$ cat config.mk
export PLATFORM = sky130hd
export DESIGN_NAME = barrett_digit_serial_mult_flat
export DESIGN_NICKNAME = d
export VERILOG_FILES = /design/src/rtl/barrett_digit_serial_mult_if.sv /design/src/rtl/barrett_digit_serial_mult.sv /design/src/flat_wrapper.sv
export SDC_FILE = /design/constraint.sdc
export NUM_CORES = 1
export LEC_CHECK = 0
export ABC_AREA = 1
export BUFFER_PORTS_ARGS = -buffer_cell sky130_fd_sc_hd__buf_2
export CAP_MARGIN = 30
export CORE_ASPECT_RATIO = 1.75
export CORE_MARGIN = 3
export CORE_UTILIZATION = 54
export CTS_CLUSTER_DIAMETER = 80
export DETAILED_ROUTE_END_ITERATION = 7
export PLACE_DENSITY = 0.81
export SLEW_MARGIN = 20
export SYNTH_ARGS = -nofsm -noshare
export SYNTH_HDL_FRONTEND = slang
export SYNTH_SLANG_ARGS = --single-unit
$ cat constraint.sdc
create_clock -name CLK -period 13.05 [get_ports CLK]
set_clock_uncertainty 0.05 [all_clocks]
set_input_delay 1.9575 -clock CLK [delete_from_list [all_inputs] [get_ports CLK]]
set_output_delay 1.9575 -clock CLK [all_outputs]
set_load 0.05 [all_outputs]
$ cat src/rtl/barrett_digit_serial_mult_if.sv
// rtl/barrett_digit_serial_mult_if.sv - operand inputs and datapath outputs of the Barrett digit-serial multiplier
interface barrett_digit_serial_mult_if #(
  parameter int n = 24,
  parameter int m = 4
);
  logic        [n-1:0]       X;
  logic        [m-1:0]       Y_i;
  logic        [n-1:0]       M;
  logic        [m+4:0]       mu;
  logic        [n+m+1:0]     Z_OUT;
  logic signed [n+2*m+3:0]   ADD_2;
  logic        [n+2*m+3:0]   SUB_1;
  logic signed [n+2*m+3:0]   SUB_2;
  logic        [n+2*m+1:0]   Z_IN_r;
  logic        [m+12:0]      q_mu;
  logic        [n+2*m+4:0]   Z_wire;
  logic        [m+3:0]       q_i;

  // Controller side: drives operands and digits, observes the datapath.
  modport master (
    output X, Y_i, M, mu,
    input  Z_OUT, ADD_2, SUB_1, SUB_2, Z_IN_r, q_mu, Z_wire, q_i
  );

  // Datapath side.
  modport slave (
    input  X, Y_i, M, mu,
    output Z_OUT, ADD_2, SUB_1, SUB_2, Z_IN_r, q_mu, Z_wire, q_i
  );
endinterface

$ cat src/rtl/barrett_digit_serial_mult.sv
// rtl/barrett_digit_serial_mult.sv - radix-2^m digit-serial Barrett modular multiplier datapath (optional checks: BARRETT_ASSERT_EN)
module barrett_digit_serial_mult #(
  parameter int n = 24,
  parameter int m = 4
) (
  input  logic                           CLK,
  input  logic                           RST,
  barrett_digit_serial_mult_if.slave     bus
);
  localparam int ZW = n + m + 2;        // accumulator width
  localparam int AW = n + 2 * m + 4;    // adder/subtractor width
  localparam int QW = m + 13;           // q_mu product width

  logic [ZW-1:0]       z_q;
  logic [ZW-1:0]       z_next;
  logic [n+2*m+1:0]    z_in_r;
  logic [n+m-1:0]      xy;
  logic [AW-1:0]       add_2;
  logic [m+3:0]        z_top;
  logic [QW-1:0]       q_mu;
  logic [m+3:0]        q_i;
  logic [n+m+3:0]      qm;
  logic [AW-1:0]       sub_1;
  logic [AW-1:0]       sub_2;
  logic [AW:0]         z_wire;

  // One Barrett iteration: shift in a digit product and subtract the quotient estimate times M.
  always_comb begin
    z_in_r = {z_q, {m{1'b0}}};
    xy     = {{m{1'b0}}, bus.X} * {{n{1'b0}}, bus.Y_i};
    add_2  = {2'b00, z_in_r} + {{(m + 4){1'b0}}, xy};
    // Quotient estimate uses only the top m+4 accumulator bits and the precomputed mu.
    z_top  = z_q[ZW-1:n-2];
    q_mu   = {9'd0, z_top} * {8'd0, bus.mu};
    q_i    = q_mu[m+5 +: m+4];
    qm     = {{n{1'b0}}, q_i} * {{(m + 4){1'b0}}, bus.M};
    sub_1  = {qm, {m{1'b0}}};
    sub_2  = add_2 - sub_1;
    z_wire = {sub_2[AW-1], sub_2};
    z_next = z_wire[ZW-1:0];
  end

  // Accumulator register; reset clears it and aborts any operation in progress.
  always_ff @(posedge CLK) begin
    if (!RST) begin
      z_q <= '0;
    end else begin
      z_q <= z_next;
    end
  end

  assign bus.Z_OUT  = z_q;
  assign bus.Z_IN_r = z_in_r;
  assign bus.ADD_2  = add_2;
  assign bus.q_mu   = q_mu;
  assign bus.q_i    = q_i;
  assign bus.SUB_1  = sub_1;
  assign bus.SUB_2  = sub_2;
  assign bus.Z_wire = z_wire;

`ifdef BARRETT_ASSERT_EN
  // Operand sanity checks on every active iteration.
  always @(posedge CLK) begin
    if (RST) begin
      if (sub_2[AW-1])
        $error("barrett: SUB_2 negative X=%0d Y_i=%0d M=%0d mu=%0d Z_OUT=%0d", bus.X, bus.Y_i, bus.M, bus.mu, z_q);
      else if (sub_2[AW-2:ZW] != '0)
        $error("barrett: accumulator overflow X=%0d Y_i=%0d M=%0d mu=%0d Z_OUT=%0d", bus.X, bus.Y_i, bus.M, bus.mu, z_q);
      if (!bus.M[n-1])
        $error("barrett: modulus MSB clear X=%0d Y_i=%0d M=%0d mu=%0d Z_OUT=%0d", bus.X, bus.Y_i, bus.M, bus.mu, z_q);
    end
  end
`else
  // Checks compiled out; datapath is unchanged.
`endif

endmodule

$ cat src/flat_wrapper.sv
// flat-port wrapper written by rule: the top's interface ports become plain ports
module barrett_digit_serial_mult_flat 
#(
  parameter int n = 24,
  parameter int m = 4
)
  (CLK, RST, bus_X, bus_Y_i, bus_M, bus_mu, bus_Z_OUT, bus_ADD_2, bus_SUB_1, bus_SUB_2, bus_Z_IN_r, bus_q_mu, bus_Z_wire, bus_q_i);
  barrett_digit_serial_mult_if #(.n(n), .m(m)) bus_i ();
  input  logic CLK;
  input  logic RST;
  input wire logic [$bits(bus_i.X)-1:0] bus_X;
  input wire logic [$bits(bus_i.Y_i)-1:0] bus_Y_i;
  input wire logic [$bits(bus_i.M)-1:0] bus_M;
  input wire logic [$bits(bus_i.mu)-1:0] bus_mu;
  output wire logic [$bits(bus_i.Z_OUT)-1:0] bus_Z_OUT;
  output wire logic [$bits(bus_i.ADD_2)-1:0] bus_ADD_2;
  output wire logic [$bits(bus_i.SUB_1)-1:0] bus_SUB_1;
  output wire logic [$bits(bus_i.SUB_2)-1:0] bus_SUB_2;
  output wire logic [$bits(bus_i.Z_IN_r)-1:0] bus_Z_IN_r;
  output wire logic [$bits(bus_i.q_mu)-1:0] bus_q_mu;
  output wire logic [$bits(bus_i.Z_wire)-1:0] bus_Z_wire;
  output wire logic [$bits(bus_i.q_i)-1:0] bus_q_i;
  assign bus_i.X = bus_X;
  assign bus_i.Y_i = bus_Y_i;
  assign bus_i.M = bus_M;
  assign bus_i.mu = bus_mu;
  assign bus_Z_OUT = bus_i.Z_OUT;
  assign bus_ADD_2 = bus_i.ADD_2;
  assign bus_SUB_1 = bus_i.SUB_1;
  assign bus_SUB_2 = bus_i.SUB_2;
  assign bus_Z_IN_r = bus_i.Z_IN_r;
  assign bus_q_mu = bus_i.q_mu;
  assign bus_Z_wire = bus_i.Z_wire;
  assign bus_q_i = bus_i.q_i;
  barrett_digit_serial_mult #(.n(n), .m(m)) u_core (.CLK(CLK), .RST(RST), .bus(bus_i));
endmodule
== Word-level counts from Yosys, hierarchy flattened ==
Index checks and enable logic that the tools add are counted.

* $add $sub $neg: 2
* Multiply operators: 3
* Div/mod/pow operators: 0
* Order comparisons: 0
* Eq/ne operators: 0
* Shifts and indexed selects: 0
* Muxes and demuxes: 0
* Bitwise gates (word level): 0
* Reduce and logical (&&, ||, !) cells: 0

{| class="wikitable"
|+ Operator list
! operator !! count
|-
| $sub 36x36->36 || 1
|-
| $add 34x28->35 || 1
|-
| $mul 8x24->32 || 1
|-
| $mul 24x4->28 || 1
|-
| $mul 8x9->17 || 1
|}

* Flip-flop bits (word level): 30
* Bits in latches: 0
* Bits in writable memories: 0
* ROM bits: 0
* Input bits: 63
* Output and inout port bits: 234
* Word-level logic and storage cells: 6
* Memories: 0

== Logic depth before layout (Yosys ltp) ==
* Word-level depth: 3
* Gate-level depth with buffers: 63
* Mapped depth without buffers: 59

== Worst setup path before layout ==
Ideal clock, no wire load.

* Kind: input port to output port
* Start: input bus_mu[5]
* End: output bus_Z_wire[20]
* Data arrival time: 12411 ps
* Data required time: 11042 ps
* Slack: -1368 ps
* Stages on the path: 51
* Path buffers: 2
* Cell sequence: clkbuf_1 > nand2_1 > fa_1 > fa_1 > inv_1 > fa_1 > inv_1 > fa_1 > inv_1 > ha_1 > a21o_1 > a21oi_1 > o21ai_1 > nand2_1 > nand2_1 > nand2_1 > nand2_1 > nand2_1 > [15 not listed] > nor2_1 > nand3_1 > nand2_1 > xor2_1 > inv_1 > ha_1 > nand2_1 > inv_1 > nand3_1 > nor3_1 > nand2_1 > o211ai_1 > nand2_1 > inv_1 > nand3_1 > nand3_1 > xor2_1 > buf_4

* Word-level cells in the longest chain between the ends: 3

{| class="wikitable"
|+ RTL lines
! what !! line !! RTL
|-
| start: declaration || flat_wrapper.sv:14 || <nowiki>input wire logic [$bits(bus_i.mu)-1:0] bus_mu;</nowiki>
|-
| $mul 8x9->17 || barrett_digit_serial_mult.sv:34 || <nowiki>q_mu = {9'd0, z_top} * {8'd0, bus.mu};</nowiki>
|-
| via bus_q_i[5] || flat_wrapper.sv:22 || <nowiki>output wire logic [$bits(bus_i.q_i)-1:0] bus_q_i;</nowiki>
|-
| $mul 8x24->32 || barrett_digit_serial_mult.sv:36 || <nowiki>qm = {{n{1'b0}}, q_i} * {{(m + 4){1'b0}}, bus.M};</nowiki>
|-
| via bus_SUB_1[14] || flat_wrapper.sv:17 || <nowiki>output wire logic [$bits(bus_i.SUB_1)-1:0] bus_SUB_1;</nowiki>
|-
| $sub 36x36->36 || barrett_digit_serial_mult.sv:38 || <nowiki>sub_2 = add_2 - sub_1;</nowiki>
|-
| end: declaration || flat_wrapper.sv:21 || <nowiki>output wire logic [$bits(bus_i.Z_wire)-1:0] bus_Z_wire;</nowiki>
|}

The timed path passes the listed nets, and every way through them passes these cells.

== Worst setup path in the final report ==
* Start: input bus_mu[3]
* End: output bus_Z_wire[24]

* Word-level cells in the longest chain between the ends: 3

{| class="wikitable"
|+ RTL lines
! what !! line
|-
| $mul 8x9->17 || barrett_digit_serial_mult.sv:34
|-
| $mul 8x24->32 || barrett_digit_serial_mult.sv:36
|-
| $sub 36x36->36 || barrett_digit_serial_mult.sv:38
|}

No other way between the ends.

==> flow_metrics.py <==
metrics = {
    "floorplan": {
        "die_area_um2": 33200,
        "rows": 84,
        "die_w_um": 139,
        "core_um2": 30300,
        "num_io_pins": 297,
        "start_util_pct": 55.3,
        "die_y_um": 239,
    },
    "worst_setup_path": {
        "r2r_start": "u_core.bus.Z_OUT[24]",
        "cp.required_ns": 11.04,
        "crit_top_cell": "nand2_1",
        "r2r-end": "u_core.bus.Z_OUT[24]",
        "critPathCapture": "bus_Z_wire[24]",
        "max_stage_delay_ns": 0.54,
        "timing.critical_path.from": "bus_mu[3]",
        "startpoint_type": "input pin",
        "critPathArrivalTime_ns": 10.94,
        "cpMaxStageDelayCell": "fa_1",
        "end_kind": "output port",
        "reg2reg_depth": 55,
        "worstPathMaxFanout": 8,
        "rrSetupSlack_ns": 3.26,
        "critPathKind": "input pin to output port",
    },
    "timing": {
        "max_freq_mhz": 77.2,
        "setup_violations": 0,
        "rsz0062_at_grt": "yes",
        "finalCriticalPeriod_ns": 12.95,
        "max_slew_margin_pct": 27.8,
        "fin_crit_sh_pct": 99.2,
        "tightest_slew_ns": 1.08,
        "hold_slack_ns": 1.23,
        "slew_viol_final": 0,
        "hold_viol": 0,
        "fin_ws_ns": 0.0988,
    },
    "logic_synthesis": {
        "async_flop_share_pct": 0,
        "ys_seq_elements": 30,
        "synth.most_common_cell": "nand2_1",
        "synth_area_leaders": "fa_1 29%, nand2_1 16%, inv_1 14%, ha_1 11%, nor2_1 5.0%",
        "synth.top_cells.by_count": "730 x nand2_1, 611 x inv_1, 242 x fa_1, 225 x nor2_1, 145 x ha_1",
        "yosysTopAreaCell": "fa_1",
        "synth_top_area_share_pct": 28.9,
        "synth_ff_type": "dfxtp_1",
        "synth-edff-count": 0,
        "syn_avg_cell_area_um2": 6.58,
        "yosys_warnings": 0,
        "synth_area_um2": 16700,
        "synthCells": 2545,
        "yosys.cell_types.count": 53,
        "yosysSeqAreaShare_pct": 3.59,
    },
    "placement": {
        "placed_cell_area_um2": 19500,
        "gp_congestion": 1.02,
        "numPlacedInstances": 3253,
        "pre_cts_slack_ns": -0.267,
        "port-buffer-count": 287,
        "dpl.hpwl_mm": 50.7,
    },
    "global_routing": {
        "grt_first_pass_wirelength_mm": 89.3,
        "grt_start_max_net_pins": 26,
        "grt_pass1_vias": 18000,
        "antenna_found_initial": 0,
        "overflow": 0,
        "track_usage_pct": 33.8,
    },
    "routing": {
        "dr_wl_met3_mm": 2.86,
        "wl_met1_mm": 18.3,
        "wl_per_cell_um": 17.9,
        "routed.top_layer": "met4",
        "vias": 17400,
        "viasPerCell": 5.30,
        "drc_errors": 0,
        "route.met2.wl_mm": 32.4,
        "drt_iter0_drc": 918,
        "finalWirelength_mm": 58.8,
        "firstDrtPassIters": 5,
        "drtAntennaViolNets": 0,
    },
    "clock_tree": {
        "clkLatencyLatePin_ns": 0.29,
        "clk_pin_slew_worst_paths_ns": 0.06,
        "htreeDepth": 2,
        "cts_buffers": 5,
        "postCtsHoldBufs": 0,
        "clock-sinks": 30,
        "cts_tree": "built",
        "cts_root_buf": "clkbuf_16",
        "cts_max_path_buffers": 2,
    },
    "finish": {
        "design_area_um2": 21200,
        "instances_no_fill": 3283,
        "antennaDiodeCount": 0,
        "area_growth_pct": 26.7,
        "drive_above_1_share_pct": 28.2,
        "num-nets-final": 3345,
        "fillCellCount": 2545,
        "largest_register_ffs": 30,
    },
    "flow_run": {
        "cap_violations": 0,
    },
    "hold_path": {
        "hold_path_class": "flip-flop to flip-flop",
        "whs_path_depth": 6,
        "hold_start": "u_core.bus.Z_OUT[0]",
    },
    "status": {
        "outcome": "complete, no violations",
    },
}
per-stage QoR:
stage	TNS [ns]	util [%]
floorplan	-0.0234	-
global placement	-2.97	64.5
detailed placement	-5.17	64.5
CTS	0	65.4
global route	-8.64	70.1
finish	0	70.1
cells by family after synthesis:
group | after synthesis | synth area share [%]
adder cells (fa/ha/maj) | 387 | 39.8
other | 1 | 0.0224
AO/OA/AOI/OAI | 131 | 4.59
flip-flops | 30 | 3.59
XOR/XNOR | 59 | 3.18
AND/OR/NAND/NOR | 1185 | 30.0
buffers and inverters | 752 | 18.9
what timing repair did:
item | 4_1_cts | 5_1_grt
resized for setup | 24 | 352
endpoints found under the setup margin | 33 | 47
cloned | 0 | 1
pin swaps | 3 | 68
buffers inserted | 3 | 18
layout by cell type, fill, tap and decap left out, types with 5 or more instances in the layout:
cell,n
o21ai_2,6
ha_1,120
nand2_4,34
nand3_2,22
inv_1,584
fa_1,234
nor2_4,9
buf_6,24
nand3_4,6
a21oi_4,5
clkbuf_16,6
o21ai_1,7
buf_2,244
xor2_4,12
a21oi_2,28
buf_8,25
xor2_1,24
nor2_1,198
and2_1,6
nand2_1,657
nand3b_1,6
nor3_1,9
xnor2_1,16
nand3_1,67
ha_4,22
nand4_1,23
nand2_2,88
buf_12,6
buf_4,161
o21bai_1,5
conb_1,9
fa_2,8
nor3_2,5
nor2_2,38
inv_2,32
o21ai_0,12
dfxtp_1,30
a21oi_1,47
layout make-up:
class / count / area (um2) / area share, %
multi-input cells: 1771 / 14400 / 67.8
flip-flops and latches: 30 / 601 / 2.83
clock buffers: 7 / 143 / 0.672
clock inverters: 1 / 5.00 / 0.0236
repair buffers: 463 / 3240 / 15.3
well taps: 387 / 484 / 2.28
inverters: 624 / 2370 / 11.2
critical path, delay by kind of cell:
kind	cells	cell delay (ns)
and+or+nand+nor	24	2.14
AOI/OAI and AO/OA	4	0.41
buffers and inverters	16	1.33
xor gates and xnor gates	2	0.39
adders and majority gates	11	4.70
how the worst min path moves through the flow:
stage / slack [ns] / to
floorplan: 1.26 / u_core.bus.Z_OUT[29]
global placement: 1.21 / u_core.bus.Z_OUT[5]
detailed placement: 1.22 / u_core.bus.Z_OUT[5]
CTS: 1.23 / u_core.bus.Z_OUT[5]
global route: 1.35 / u_core.bus.Z_OUT[5]
finish: 1.23 / u_core.bus.Z_OUT[5]
metal layers:
layer  GRT usage [%]  vias to the layer above
met5               0                        -
met4            25.9                        0
met3            3.06                      247
met2            66.8                      700
met1            31.2                     8382
li1                -                     8083
Power is left out: the tool's default activity adds up to more than one toggle a clock period on the data nets, which glitch-free logic cannot reach.
